--- src/rtl/attractor_event_monitor.sv ---
// -----------------------------------------------------------------------------
// attractor_event_monitor
//
// Watches the per-oscillator 2-bit position class coming from the
// quarter-integer classifier. It tracks how long each lane stays in its
// class and reports two kinds of event over a valid/ready stream:
//   TRANSITION : a lane changed class  {old class, new class, dwell in old}
//   ESCAPE     : a lane has stayed DANGER_LIMIT samples in class 11
// It also holds an escape_active level while a lane remains in class 11
// after its ESCAPE has fired.
//
// Ports
//   clk, rst               clock, asynchronous active-high reset
//   clk_en                 sample strobe shared with the classifier
//   position_class_packed  lane i class at [2i+1:2i]
//                          (00 int, 01 half, 10 quarter, 11 near-catastrophe)
//   evt_valid/evt_ready    event stream handshake
//   evt_type               0 = TRANSITION, 1 = ESCAPE
//   evt_osc                lane index of the event
//   evt_old_class/new      classes before/after (ESCAPE: 11/11)
//   evt_dwell              TRANSITION: samples in old class; ESCAPE: DANGER_LIMIT
//   escape_active          per-lane escape level
//   overflow_count         saturating count of overwritten pending TRANSITIONs
// -----------------------------------------------------------------------------
module attractor_event_monitor #(
    parameter int NUM_OSCILLATORS = 21,
    parameter int IDX_W           = 5,
    parameter int DWELL_W         = 12,
    parameter int DANGER_LIMIT    = 64
) (
    input  logic                         clk,
    input  logic                         rst,
    input  logic                         clk_en,
    input  logic [2*NUM_OSCILLATORS-1:0] position_class_packed,
    output logic                         evt_valid,
    input  logic                         evt_ready,
    output logic                         evt_type,
    output logic [IDX_W-1:0]             evt_osc,
    output logic [1:0]                   evt_old_class,
    output logic [1:0]                   evt_new_class,
    output logic [DWELL_W-1:0]           evt_dwell,
    output logic [NUM_OSCILLATORS-1:0]   escape_active,
    output logic [7:0]                   overflow_count
);

    localparam int N     = NUM_OSCILLATORS;
    localparam int CNT_W = $clog2(N + 1);

    localparam logic [DWELL_W-1:0] DWELL_ONE = DWELL_W'(1);
    localparam logic [DWELL_W-1:0] DWELL_MAX = {DWELL_W{1'b1}};
    localparam logic [DWELL_W-1:0] LIMIT     = DWELL_W'(DANGER_LIMIT);

    // Per-lane tracking state
    logic                primed;
    logic [1:0]          prev_class [N];
    logic [DWELL_W-1:0]  dwell      [N];
    logic [N-1:0]        trans_pend;
    logic [N-1:0]        esc_pend;

    // Per-lane TRANSITION snapshot, valid while trans_pend[i] is set
    logic [1:0]          snap_old   [N];
    logic [1:0]          snap_new   [N];
    logic [DWELL_W-1:0]  snap_dwell [N];

    // Combinational per-lane decode
    logic [1:0]          cur_class  [N];
    logic [DWELL_W-1:0]  dwell_next [N];
    logic [N-1:0]        trans_set;
    logic [N-1:0]        esc_set;

    // Drain selection
    logic                load_en;
    logic                found_esc;
    logic                found_trans;
    logic [IDX_W-1:0]    esc_idx;
    logic [IDX_W-1:0]    trans_idx;
    logic [N-1:0]        drain_esc;
    logic [N-1:0]        drain_trans;
    logic [CNT_W-1:0]    ovf_hits;
    logic [8:0]          ovf_sum;
    logic [7:0]          ovf_next;

    // Sample decode: what each lane would do if clk_en is high this cycle.
    always_comb begin
        // NOTE: every always_comb output gets a default first so no path can leave it unassigned and infer a latch.
        for (int i = 0; i < N; i++) begin
            cur_class[i]  = position_class_packed[2*i +: 2];
            dwell_next[i] = DWELL_ONE;
            trans_set[i]  = 1'b0;
            esc_set[i]    = 1'b0;
            if (primed) begin
                if (cur_class[i] != prev_class[i]) begin
                    dwell_next[i] = DWELL_ONE;
                    trans_set[i]  = clk_en;
                end else begin
                    dwell_next[i] = (dwell[i] == DWELL_MAX) ? dwell[i] : dwell[i] + DWELL_ONE;
                end
                // The extra term stops a saturated counter that sits at the
                // limit from re-firing: ESCAPE happens once per zone entry.
                esc_set[i] = clk_en && (cur_class[i] == 2'b11) && (dwell_next[i] == LIMIT) &&
                             ((cur_class[i] != prev_class[i]) || (dwell[i] != LIMIT));
            end
        end
    end

    // Drain: lowest-index ESCAPE first, then lowest-index TRANSITION.
    always_comb begin
        load_en     = !evt_valid || evt_ready;
        found_esc   = 1'b0;
        found_trans = 1'b0;
        esc_idx     = '0;
        trans_idx   = '0;
        drain_esc   = '0;
        drain_trans = '0;
        ovf_hits    = '0;
        // Scanning downwards lets the lowest set index win.
        for (int i = N - 1; i >= 0; i--) begin
            if (esc_pend[i]) begin
                found_esc = 1'b1;
                esc_idx   = IDX_W'(i);
            end
            if (trans_pend[i]) begin
                found_trans = 1'b1;
                trans_idx   = IDX_W'(i);
            end
        end
        if (load_en) begin
            if (found_esc) begin
                drain_esc[esc_idx] = 1'b1;
            end else if (found_trans) begin
                drain_trans[trans_idx] = 1'b1;
            end
        end
        // A new snapshot landing on an undrained pending one loses the old one.
        for (int i = 0; i < N; i++) begin
            if (trans_set[i] && trans_pend[i] && !drain_trans[i]) begin
                ovf_hits = ovf_hits + CNT_W'(1);
            end
        end
        ovf_sum  = {1'b0, overflow_count} + 9'(ovf_hits);
        ovf_next = ovf_sum[8] ? 8'hFF : ovf_sum[7:0];
    end

    // Tracking state, pending flags and the output register.
    always_ff @(posedge clk or posedge rst) begin
        if (rst) begin
            primed         <= 1'b0;
            trans_pend     <= '0;
            esc_pend       <= '0;
            escape_active  <= '0;
            overflow_count <= '0;
            evt_valid      <= 1'b0;
            evt_type       <= 1'b0;
            evt_osc        <= '0;
            evt_old_class  <= '0;
            evt_new_class  <= '0;
            evt_dwell      <= '0;
            for (int i = 0; i < N; i++) begin
                prev_class[i] <= '0;
                dwell[i]      <= '0;
            end
        end else begin
            // NOTE: sequential state uses non-blocking assignments so every register samples pre-edge values.
            // A set in the same cycle as a drain keeps the bit up for the new snapshot.
            trans_pend     <= (trans_pend & ~drain_trans) | trans_set;
            esc_pend       <= (esc_pend & ~drain_esc) | esc_set;
            overflow_count <= ovf_next;

            if (clk_en) begin
                primed <= 1'b1;
                for (int i = 0; i < N; i++) begin
                    prev_class[i] <= cur_class[i];
                    dwell[i]      <= dwell_next[i];
                    if (primed) begin
                        escape_active[i] <= (cur_class[i] == 2'b11) && (escape_active[i] || esc_set[i]);
                    end
                end
            end

            if (load_en) begin
                if (found_esc) begin
                    evt_valid     <= 1'b1;
                    evt_type      <= 1'b1;
                    evt_osc       <= esc_idx;
                    evt_old_class <= 2'b11;
                    evt_new_class <= 2'b11;
                    evt_dwell     <= LIMIT;
                end else if (found_trans) begin
                    evt_valid     <= 1'b1;
                    evt_type      <= 1'b0;
                    evt_osc       <= trans_idx;
                    evt_old_class <= snap_old[trans_idx];
                    evt_new_class <= snap_new[trans_idx];
                    evt_dwell     <= snap_dwell[trans_idx];
                end else begin
                    evt_valid <= 1'b0;
                end
            end
        end
    end

    // NOTE: snapshots are only read while their pending bit is set and those bits are reset, so this storage carries no reset.
    always_ff @(posedge clk) begin
        for (int i = 0; i < N; i++) begin
            if (trans_set[i]) begin
                snap_old[i]   <= prev_class[i];
                snap_new[i]   <= cur_class[i];
                snap_dwell[i] <= dwell[i];
            end
        end
    end

endmodule
--- config.mk ---
export PLATFORM = sky130hd
export DESIGN_NAME = attractor_event_monitor
export DESIGN_NICKNAME = d
export VERILOG_FILES = /design/src/rtl/attractor_event_monitor.sv
export SDC_FILE = /design/constraint.sdc
export NUM_CORES = 2
export LEC_CHECK = 0
export ABC_AREA = 1
export CAP_MARGIN = 40
export CORE_UTILIZATION = 50
export DETAILED_ROUTE_END_ITERATION = 8
export PLACE_DENSITY = 0.66
export SLEW_MARGIN = 20
export SYNTH_ARGS = -nofsm -noshare
export SYNTH_HDL_FRONTEND = slang
export SYNTH_SLANG_ARGS = --single-unit
--- constraint.sdc ---
create_clock -name clk -period 14.5 [get_ports clk]
set_clock_uncertainty 0.2 [all_clocks]
set_input_delay 2.9 -clock clk [delete_from_list [all_inputs] [get_ports clk]]
set_output_delay 2.9 -clock clk [all_outputs]
set_load 0.05 [all_outputs]
==> flow_metrics.py <==
metrics = {
    "cts": {
        "cts.htree.levels": 3,
        "insertion_delay_ns": 0.65,
        "cts.clk_slew.worst_paths_ns": 0.06,
        "cts_setup_buffers": 0,
        "clk_path_buf_depth": 3,
        "clock-root-buffer": "clkbuf_16",
        "cts_made_buffers": 80,
        "cts_tree": "yes",
        "clock_sinks": 725,
    },
    "worst_hold_path": {
        "holdCritPathClass": "register to register",
    },
    "detailed_routing": {
        "drt_wl_total_um": 113000,
        "drt-initial-drc-count": 3018,
        "num_vias": 32200,
        "first_pass_iters": 8,
        "ant_nets": 0,
        "drc_errors": 0,
        "wire_per_inst_um": 20.6,
        "vias_per_cell": 5.87,
    },
    "critical_path": {
        "arrival_ns": 13.92,
        "critPathBufInv": 13,
        "crit_top_cell": "nand2_1",
        "critPathTopFamily": "simple AND/OR/NAND/NOR gates",
        "crit_path_top_delay_cell": "clkdlybuf4s50_1",
        "endpoint_kind": "register",
        "crit_required_ns": 14.80,
        "r2r_slack_ns": 2.32,
        "path_class": "input port to register",
        "start_kind": "input port",
        "crit_fanout": 6,
        "critPathMaxStageDelay_ns": 0.43,
    },
    "placed_design": {
        "dp_hpwl_um": 81100,
        "placed_area_um2": 40300,
        "placed_cells": 5334,
        "io_buffer_count": 97,
        "gp_routability_congestion": 0.974,
    },
    "sta": {
        "whs_ns": 0.244,
        "slew_viol_final": 0,
        "post-route-min-period_ns": 13.62,
        "relSlewSlack": 0.327,
        "hold_viol": 0,
        "tightest_slew_ns": 1.01,
        "setup-violations-final": 0,
        "max_freq_mhz": 73.4,
        "finalCritPeriodShare": 0.939,
    },
    "synth": {
        "yosys.area_share.simple": 0.202,
        "syn_area_um2": 38000,
        "netlist_top_cells_area": "edfxtp_1 (27%), dfrtp_1 (26%), nand2_1 (7.5%), inv_1 (6.2%), o22ai_1 (4.6%)",
        "synth-seq-cells": 725,
        "synth_cell_type_count": 59,
        "synth_top_family_by_area": "simple AND/OR/NAND/NOR gates",
        "yosys.area.top_type": "edfxtp_1",
        "yosys.area_share.adder": 0.0226,
        "synth.avg_cell_area_um2": 8.77,
        "async_reset_ff_frac": 0.537,
        "synth_top_cell_area_share": 0.266,
        "synth_compound_area_frac": 0.152,
        "synth_warnings": 0,
        "synth_cells": 4330,
        "yosys_most_used_dff": "dfrtp_1",
        "synth_edf_count": 336,
        "synthesis.nets": 4444,
        "synthXorXnorAreaFrac": 0.0237,
        "muxShareOfSynthArea": 0,
        "yosys-top-cells-count": "nand2_1 (759), inv_1 (628), dfrtp_1 (389)",
        "synth-seq-area-share": 0.522,
        "yosysMostFrequentCell": "nand2_1",
    },
    "floorplanning": {
        "pin_count": 98,
        "die_area_um2": 77100,
        "start_util": 0.508,
        "rows": 100,
        "core-area_um2": 74800,
        "die_y_um": 278,
        "die_w_um": 278,
    },
    "grt": {
        "grt_pass1_vias": 30000,
        "grt_pass1_wl_um": 176000,
        "grt_max_degree": 207,
        "grt.met1_usage": 0.425,
        "use_met3": 0.0490,
        "grt_overflow": 0,
        "track_usage": 0.293,
        "grt_util_met2": 0.459,
        "grt_antenna_before_repair": 1,
        "busiest_layer": "met2",
    },
    "power": {
        "power.density_nw_per_um2": 143,
        "p_leak_nw": 17.7,
        "peakVddDrop_v": 0.000100,
    },
    "flow_run": {
        "maxCapViolations": 0,
    },
    "layout": {
        "fin_area_um2": 43200,
        "n_antenna_cell": 0,
        "drive_gt1_frac": 0.0766,
        "fin_util": 0.577,
        "regArea_um2": 19800,
        "final_nets": 4562,
        "synthToLayoutAreaGrowth_pct": 13.6,
        "fin_cells": 5484,
        "multi_input_area_um2": 15300,
        "n_fill_cell": 6544,
    },
    "run_status": {
        "status": "completed",
    },
}
flip-flops by register name, indices dropped and copies added (netlist names), 12 cells and up:
register / count
snap_old: 42
evt_dwell: 12
snap_dwell: 252
dwell: 252
esc_pend: 21
snap_new: 42
trans_pend: 21
escape_active: 21
prev_class: 42
kinds of logic after synthesis:
group,after synthesis
adder cells (fa/ha/maj),68
AO/OA/AOI/OAI,958
XOR/XNOR,103
buffers and inverters,786
flip-flops,725
AND/OR/NAND/NOR,1690
metrics by stage:
stage	setup slack, ns	setup TNS, ns	total power, mW
floorplan	0.0542	0	3.51
global placement	0.161	0	3.97
detailed placement	-0.137	-0.503	4.00
CTS	0.459	0	6.16
global route	-0.0165	-0.0165	6.45
finish	0.878	0	6.15
area by class of cell:
class	instances	share of cell area
Tap cell	969	0.0281
Timing Repair Buffer	169	0.0370
Clock buffer	101	0.0511
Multi-Input combinational cell	2819	0.354
Sequential cell	725	0.459
Clock inverter	48	0.0136
Inverter	653	0.0570
path summary, 6_finish.rpt:
check	from	to	depth (start not counted)
hold / removal	dwell[106]	snap_dwell[12][10]	0
max in group asynchronous	rst	overflow_count[6]	4
setup / recovery	position_class_packed[2]	overflow_count[2]	77
min in group asynchronous	rst	dwell[142]	2
hold reg to reg	dwell[106]	snap_dwell[12][10]	0
setup reg to reg	trans_pend[19]	overflow_count[2]	83
layout by cell type, fill, tap and decap left out, types with 19 or more instances in the layout:
master and instances:
nand2_2 42, nand3_1 249, nand4_1 76, nor4_1 52, o22ai_1 281, nand2_1 757, or2_2 28, clkdlybuf4s50_1 95
xnor2_1 34, edfxtp_1 336, clkbuf_16 84, xor2_1 69, inv_1 625, inv_2 20, a22oi_1 49, ha_1 67
a21oi_1 138, o211ai_1 19, dfrtp_1 389, o21ai_0 335, buf_4 60, nor3_1 107, and3_1 20, nor2_1 284
routing by layer:
layer	vias to the layer above	part of all wire
met5	-	0.00012
met1	15400	0.44
li1	15300	-
met4	2	0.023
met2	1340	0.46
met3	179	0.080
where the power goes:
part	switching [mW]	internal (mW)	total [mW]	leakage (nW)
Clock	0.874	1.28	2.16	1.36
Combinational	1.06	0.499	1.56	7.96
Sequential	0.108	2.33	2.43	8.37
timing repair:
action,4_1_cts,5_1_grt
hold buffers,0,0
resized for setup,0,14
setup endpoints to repair,0,8
Power figures use the tool's default switching activity.
